[config.mk]
export PLATFORM = sky130hd
export DESIGN_NAME = div_result_serializer_flat
export DESIGN_NICKNAME = d
export VERILOG_FILES = /design/src/rtl/div_result_serializer_pkg.sv /design/src/rtl/div_result_serializer_if.sv /design/src/rtl/div_result_serializer.sv /design/src/flat_wrapper.sv
export SDC_FILE = /design/constraint.sdc
export NUM_CORES = 1
export LEC_CHECK = 0
export BUFFER_PORTS_ARGS = -buffer_cell sky130_fd_sc_hd__buf_2
export CORE_ASPECT_RATIO = 1.25
export CORE_MARGIN = 10
export CORE_UTILIZATION = 30
export CTS_BUF_LIST = sky130_fd_sc_hd__clkbuf_8 sky130_fd_sc_hd__clkbuf_16
export DETAILED_ROUTE_END_ITERATION = 6
export GPL_TIMING_DRIVEN = 0
export PLACE_DENSITY = 0.53
export SETUP_SLACK_MARGIN = 0.2
export SYNTH_ARGS = -nofsm -noshare
export SYNTH_HDL_FRONTEND = slang
export SYNTH_SLANG_ARGS = --single-unit
[constraint.sdc]
create_clock -name clk_i -period 1.3 [get_ports clk_i]
set_input_delay 0.065 -clock clk_i [delete_from_list [all_inputs] [get_ports clk_i]]
set_output_delay 0.065 -clock clk_i [all_outputs]
set_load 0.02 [all_outputs]
[src/rtl/div_result_serializer_pkg.sv]
// Shared constants and FSM encoding for the divider result serializer.
// Optional even-parity output is enabled by defining DIV_RES_SER_PARITY_EN.
package div_result_serializer_pkg;

    localparam int unsigned DATA_WIDTH  = 65;
    localparam int unsigned BEAT_WIDTH  = 16;
    localparam int unsigned NUM_BEATS   = (DATA_WIDTH + BEAT_WIDTH - 1) / BEAT_WIDTH;
    localparam int unsigned CNT_WIDTH   = $clog2(NUM_BEATS);
    localparam int unsigned SHREG_WIDTH = NUM_BEATS * BEAT_WIDTH;

    typedef enum logic {
        IDLE = 1'b0,
        SEND = 1'b1
    } ser_state_t;

endpackage

[src/rtl/div_result_serializer_if.sv]
// FIFO-side and beat-side handshake bundle of the divider result serializer.
// beat_par_o exists only when DIV_RES_SER_PARITY_EN is defined.
interface div_result_serializer_if;
    import div_result_serializer_pkg::*;

    logic [DATA_WIDTH-1:0] fifo_data_i;
    logic                  fifo_nempty_i;
    logic                  fifo_ready_o;
    logic [BEAT_WIDTH-1:0] beat_data_o;
    logic                  beat_valid_o;
    logic                  beat_ready_i;
    logic                  beat_last_o;
    logic                  busy_o;
`ifdef DIV_RES_SER_PARITY_EN
    logic                  beat_par_o;
`endif

    // Serializer side
    modport slave (
        input  fifo_data_i,
        input  fifo_nempty_i,
        input  beat_ready_i,
        output fifo_ready_o,
        output beat_data_o,
        output beat_valid_o,
        output beat_last_o,
        output busy_o
`ifdef DIV_RES_SER_PARITY_EN
        , output beat_par_o
`endif
    );

    // FIFO / sink side
    modport master (
        output fifo_data_i,
        output fifo_nempty_i,
        output beat_ready_i,
        input  fifo_ready_o,
        input  beat_data_o,
        input  beat_valid_o,
        input  beat_last_o,
        input  busy_o
`ifdef DIV_RES_SER_PARITY_EN
        , input beat_par_o
`endif
    );

endinterface

[src/rtl/div_result_serializer.sv]
// Pops 65-bit divider results from the FIFO head and emits them LSB-first as 16-bit beats.
// DIV_RES_SER_PARITY_EN adds a registered even-parity bit alongside each beat.
module div_result_serializer
    import div_result_serializer_pkg::*;
(
    input  logic               clk_i,
    input  logic               rst_i,
    div_result_serializer_if.slave bus
);

    localparam logic [CNT_WIDTH-1:0] LAST_CNT = CNT_WIDTH'(NUM_BEATS - 1);

    ser_state_t             r_state;
    logic [SHREG_WIDTH-1:0] r_shreg;
    logic [CNT_WIDTH-1:0]   r_cnt;
    logic                   r_last;
`ifdef DIV_RES_SER_PARITY_EN
    logic                   r_par;
`endif

    logic                   w_accept;
    logic                   w_pop;
    logic [SHREG_WIDTH-1:0] w_load;
    logic [SHREG_WIDTH-1:0] w_shift;
    logic [CNT_WIDTH-1:0]   w_cnt_inc;

    always_comb begin
        w_accept  = (r_state == SEND) && bus.beat_ready_i;
        // Pop in IDLE, or on the accepted last beat for back-to-back entries
        w_pop     = !rst_i && bus.fifo_nempty_i &&
                    ((r_state == IDLE) || (w_accept && r_last));
        w_load    = SHREG_WIDTH'(bus.fifo_data_i);
        w_shift   = r_shreg >> BEAT_WIDTH;
        w_cnt_inc = r_cnt + CNT_WIDTH'(1);
    end

    always_ff @(posedge clk_i) begin
        if (rst_i) begin
            r_state <= IDLE;
            r_shreg <= '0;
            r_cnt   <= '0;
            r_last  <= 1'b0;
`ifdef DIV_RES_SER_PARITY_EN
            r_par   <= 1'b0;
`endif
        end else begin
            case (r_state)
                IDLE: begin
                    if (w_pop) begin
                        r_state <= SEND;
                        r_shreg <= w_load;
                        r_cnt   <= '0;
                        r_last  <= (LAST_CNT == '0);
`ifdef DIV_RES_SER_PARITY_EN
                        r_par   <= ^w_load[BEAT_WIDTH-1:0];
`endif
                    end
                end
                SEND: begin
                    if (w_accept) begin
                        if (!r_last) begin
                            r_shreg <= w_shift;
                            r_cnt   <= w_cnt_inc;
                            r_last  <= (w_cnt_inc == LAST_CNT);
`ifdef DIV_RES_SER_PARITY_EN
                            r_par   <= ^w_shift[BEAT_WIDTH-1:0];
`endif
                        end else if (w_pop) begin
                            r_shreg <= w_load;
                            r_cnt   <= '0;
                            r_last  <= (LAST_CNT == '0);
`ifdef DIV_RES_SER_PARITY_EN
                            r_par   <= ^w_load[BEAT_WIDTH-1:0];
`endif
                        end else begin
                            // Clear the datapath so idle outputs read as zero
                            r_state <= IDLE;
                            r_shreg <= '0;
                            r_cnt   <= '0;
                            r_last  <= 1'b0;
`ifdef DIV_RES_SER_PARITY_EN
                            r_par   <= 1'b0;
`endif
                        end
                    end
                end
                default: r_state <= IDLE;
            endcase
        end
    end

    assign bus.fifo_ready_o = w_pop;
    assign bus.beat_valid_o = (r_state == SEND);
    assign bus.beat_data_o  = r_shreg[BEAT_WIDTH-1:0];
    assign bus.beat_last_o  = r_last;
    assign bus.busy_o       = (r_state == SEND);
`ifdef DIV_RES_SER_PARITY_EN
    assign bus.beat_par_o   = r_par;
`endif

endmodule
[src/flat_wrapper.sv]
// flat-port wrapper written by rule: the top's interface ports become plain ports
module div_result_serializer_flat import div_result_serializer_pkg::*;
  (clk_i, rst_i, bus_fifo_data_i, bus_fifo_nempty_i, bus_beat_ready_i, bus_fifo_ready_o, bus_beat_data_o, bus_beat_valid_o, bus_beat_last_o, bus_busy_o);
  div_result_serializer_if bus_i ();
  input  logic clk_i;
  input  logic rst_i;
  input wire logic [$bits(bus_i.fifo_data_i)-1:0] bus_fifo_data_i;
  input wire logic [$bits(bus_i.fifo_nempty_i)-1:0] bus_fifo_nempty_i;
  input wire logic [$bits(bus_i.beat_ready_i)-1:0] bus_beat_ready_i;
  output wire logic [$bits(bus_i.fifo_ready_o)-1:0] bus_fifo_ready_o;
  output wire logic [$bits(bus_i.beat_data_o)-1:0] bus_beat_data_o;
  output wire logic [$bits(bus_i.beat_valid_o)-1:0] bus_beat_valid_o;
  output wire logic [$bits(bus_i.beat_last_o)-1:0] bus_beat_last_o;
  output wire logic [$bits(bus_i.busy_o)-1:0] bus_busy_o;
  assign bus_i.fifo_data_i = bus_fifo_data_i;
  assign bus_i.fifo_nempty_i = bus_fifo_nempty_i;
  assign bus_i.beat_ready_i = bus_beat_ready_i;
  assign bus_fifo_ready_o = bus_i.fifo_ready_o;
  assign bus_beat_data_o = bus_i.beat_data_o;
  assign bus_beat_valid_o = bus_i.beat_valid_o;
  assign bus_beat_last_o = bus_i.beat_last_o;
  assign bus_busy_o = bus_i.busy_o;
  div_result_serializer u_core (.clk_i(clk_i), .rst_i(rst_i), .bus(bus_i));
endmodule
==> flow_metrics.py <==
metrics = {
    "global_routing": {
        "grt_max_degree": 13,
        "track_usage_pct": 13.0,
        "grt_pass1_vias": 3115,
        "antenna_found_initial": 0,
        "grt-ovfl-total": 0,
        "grt_pass1_wl_um": 16000,
    },
    "logic_synthesis": {
        "synth_top_cell_area_share_pct": 44.2,
        "yosysWarningCount": 0,
        "synth_flop_cell": "dfxtp_1",
        "yosysMostFrequentCell": "dfxtp_1",
        "ys_ff_latch": 70,
        "yosysUniqueCellTypes": 30,
        "seq_area_frac_synth_pct": 44.2,
        "netlist_area_mm2": 0.00317,
        "yosys.area.top_type": "dfxtp_1",
        "syn_inst": 363,
        "netlist_top_cells_area": "dfxtp_1 44%, a311oi_1 11%, o21ai_0 7.6%",
        "synth_edf_count": 0,
        "synthTopCellsByCount": "70 x dfxtp_1, 52 x nor2_1, 51 x nand2_1",
        "syn_avg_cell_area_um2": 8.74,
        "async_flop_share_pct": 0,
        "syn-num-nets": 434,
    },
    "critical_path": {
        "r2r_end": "u_core.r_shreg[36]$_SDFFE_PP0P_",
        "reg2regPathDepth": 6,
        "reg2reg_slack_ns": -0.18,
        "crit_type": "register to register",
        "required_ns": 1.49,
        "worstSetupEndpointType": "register",
        "path_max_fanout": 10,
        "critPathLaunchType": "register",
        "worstPathArrival_ns": 1.67,
        "crit-reg2reg-launch": "u_core.bus.beat_valid_o$_SDFF_PP0_",
    },
    "timing": {
        "hold_viol_final": 1,
        "setup_ws_ns": -0.181,
        "tightest_slew_ns": 0.559,
        "tns_ns": -7.45,
        "rsz0062_at_grt": "yes",
        "skew_ns": 0.00757,
        "min_period_ns": 1.48,
        "period_share_pct": 114,
        "finalSetupViolCount": 68,
        "relSlewSlack_pct": 62.7,
        "timing.final.max_slew_violations": 0,
        "hold-worst-slack_ns": -0.00270,
        "max_clock_freq_ghz": 0.675,
    },
    "clock_network": {
        "h-tree-depth": 3,
        "clockBufferDepth": 2,
        "numCtsBuffers": 9,
        "clock_latency_ns": 0.34,
        "clkTransAtPathRegs_ns": 0.06,
        "cts.sinks": 70,
        "cts_root_buf": "clkbuf_16",
        "cts_tree": "built",
    },
    "power": {
        "seqPwrFrac_pct": 40.4,
        "cellPowerDensity_mw_per_mm2": 1300,
        "power.internal_mw": 4.43,
        "netSwitchingFraction_pct": 26.3,
        "ir_worst_vdd_v": 0.000790,
        "total_power_mw": 6.01,
        "p_comb_share_pct": 18.8,
        "p_sw_mw": 1.58,
        "clockPowerShare_pct": 40.8,
        "p_leak_nw": 1.96,
    },
    "place": {
        "dpl.cell_count": 580,
        "portBuffers": 88,
        "preCtsSetupSlack_ns": -0.250,
        "place_congestion": 0.833,
        "dp_hpwl_um": 7760,
        "place_area_mm2": 0.00380,
    },
    "floorplanning": {
        "dieArea_mm2": 0.0151,
        "initial_core_util_pct": 31.1,
        "ios": 89,
        "die-width_um": 112,
        "core_area_mm2": 0.0102,
        "rows": 41,
        "die_y_um": 135,
    },
    "route": {
        "routed_wl_um": 10200,
        "dr.pass1.iters": 4,
        "vias": 3099,
        "drc": 0,
        "viasPerCell": 4.87,
        "drt-initial-drc-count": 107,
        "wl_per_cell_um": 16.1,
        "ant_nets": 0,
    },
    "flow_run": {
        "max-cap-violations": 0,
    },
    "min_path": {
        "holdPathStages": 3,
        "min_to": "u_core.bus.beat_valid_o$_SDFF_PP0_",
        "hold_path_class": "input port to register",
        "hold_start": "bus_fifo_nempty_i",
    },
    "final_layout": {
        "fin_area_mm2": 0.00464,
        "nets": 573,
        "drive_gt1_share_pct": 40.6,
        "finalCoreUtilization_pct": 45.5,
        "fin_cells": 636,
        "n_antenna_cell": 0,
        "synthToLayoutAreaGrowth_pct": 46.3,
    },
    "outcome": {
        "run_status": "finished, violations left",
        "violations": "negative hold slack, negative setup slack",
    },
}
## flip-flops by register name, summed over array words and instances (netlist names)
register / count
u_core.r_cnt: 3
u_core.bus.beat_valid_o: 1
u_core.r_shreg: 65
u_core.bus.beat_last_o: 1
## cells in the final DEF, fill, tap and decap left out, types with 3 or more instances in the layout
master,netlist,layout
a311oi_1,40,33
clkinv_2,0,3
buf_6,4,20
nand3_1,3,3
buf_2,20,92
nand2_1,51,51
nor2_1,52,52
dfxtp_1,70,67
buf_4,17,38
clkbuf_1,8,5
a311oi_2,9,16
dlygate4sd3_1,0,16
clkbuf_2,2,3
o21ai_0,48,47
a22o_1,16,16
clkbuf_16,0,9
## routing by layer
layer  vias to the layer above  global-route usage [%]  wire length (µm)
met5                         -                       0                 0
met4                         0                    4.66               136
met3                        11                    3.99               598
met2                        71                    22.6              5110
met1                      1426                    14.6              4370
li1                       1591                       -                 -
## how the worst max path moves through the flow
| stage | end | from |
|---|---|---|
| 4_1_cts | u_core.r_shreg[36]$_SDFFE_PP0P_ | u_core.bus.beat_valid_o$_SDFF_PP0_ |
| 3_3_place_gp | u_core.r_shreg[37]$_SDFFE_PP0P_ | u_core.bus.beat_valid_o$_SDFF_PP0_ |
| 6_report | u_core.r_shreg[36]$_SDFFE_PP0P_ | u_core.bus.beat_valid_o$_SDFF_PP0_ |
| 3_5_place_dp | u_core.r_shreg[35]$_SDFFE_PP0P_ | u_core.bus.beat_valid_o$_SDFF_PP0_ |
| 5_1_grt | u_core.r_shreg[34]$_SDFFE_PP0P_ | u_core.bus.beat_valid_o$_SDFF_PP0_ |
| 2_1_floorplan | u_core.r_shreg[34]$_SDFFE_PP0P_ | u_core.bus.beat_valid_o$_SDFF_PP0_ |
## power groups by stage
stage	sequential, mW	clock [mW]	combinational (mW)
after floorplan	2.45	0	0.642
final	2.43	2.45	1.13
after detailed placement	2.48	0	0.938
after CTS	2.43	2.48	1.08
after global placement	2.48	0	0.930
after global routing	2.45	2.60	1.24
## area by class of cell
class	count	area, µm²
inverter	3	11.3
timing repair buffer	128	830
buffer	52	427
clock inverter	6	60.1
sequential	70	1410
tap	129	161
multi-input combinational	238	1500
clock buffer	10	239
fill	1046	5570
## critical path: stages, from the launching register on
cell and delay (ns):
dfxtp_4 0.34, buf_8 0.13, or3b_4 0.39, nand2_4 0.11, buf_8 0.14, buf_12 0.14
a311oi_2 0.08
## cells by family after synthesis
group                      Yosys count  synth area share [%]
AOI/OAI and AO/OA                  120                  28.6
and+or+nand+nor                    115                  15.1
DFF                                 70                  44.2
buffers and inverters               55                  10.8
adders and majority gates            2                 0.789
muxes                                1                 0.473
## repair_timing
action                                  in CTS  in global routing
hold buffers                                16                  0
buffers inserted                            13                  7
gates cloned                                 3                  1
pin swaps                                    5                  8
endpoints found under the setup margin      70                 71
endpoints found under the hold margin       17                  0
resized for setup                           33                 27
No activity file was read; power rests on OpenSTA's default activity.
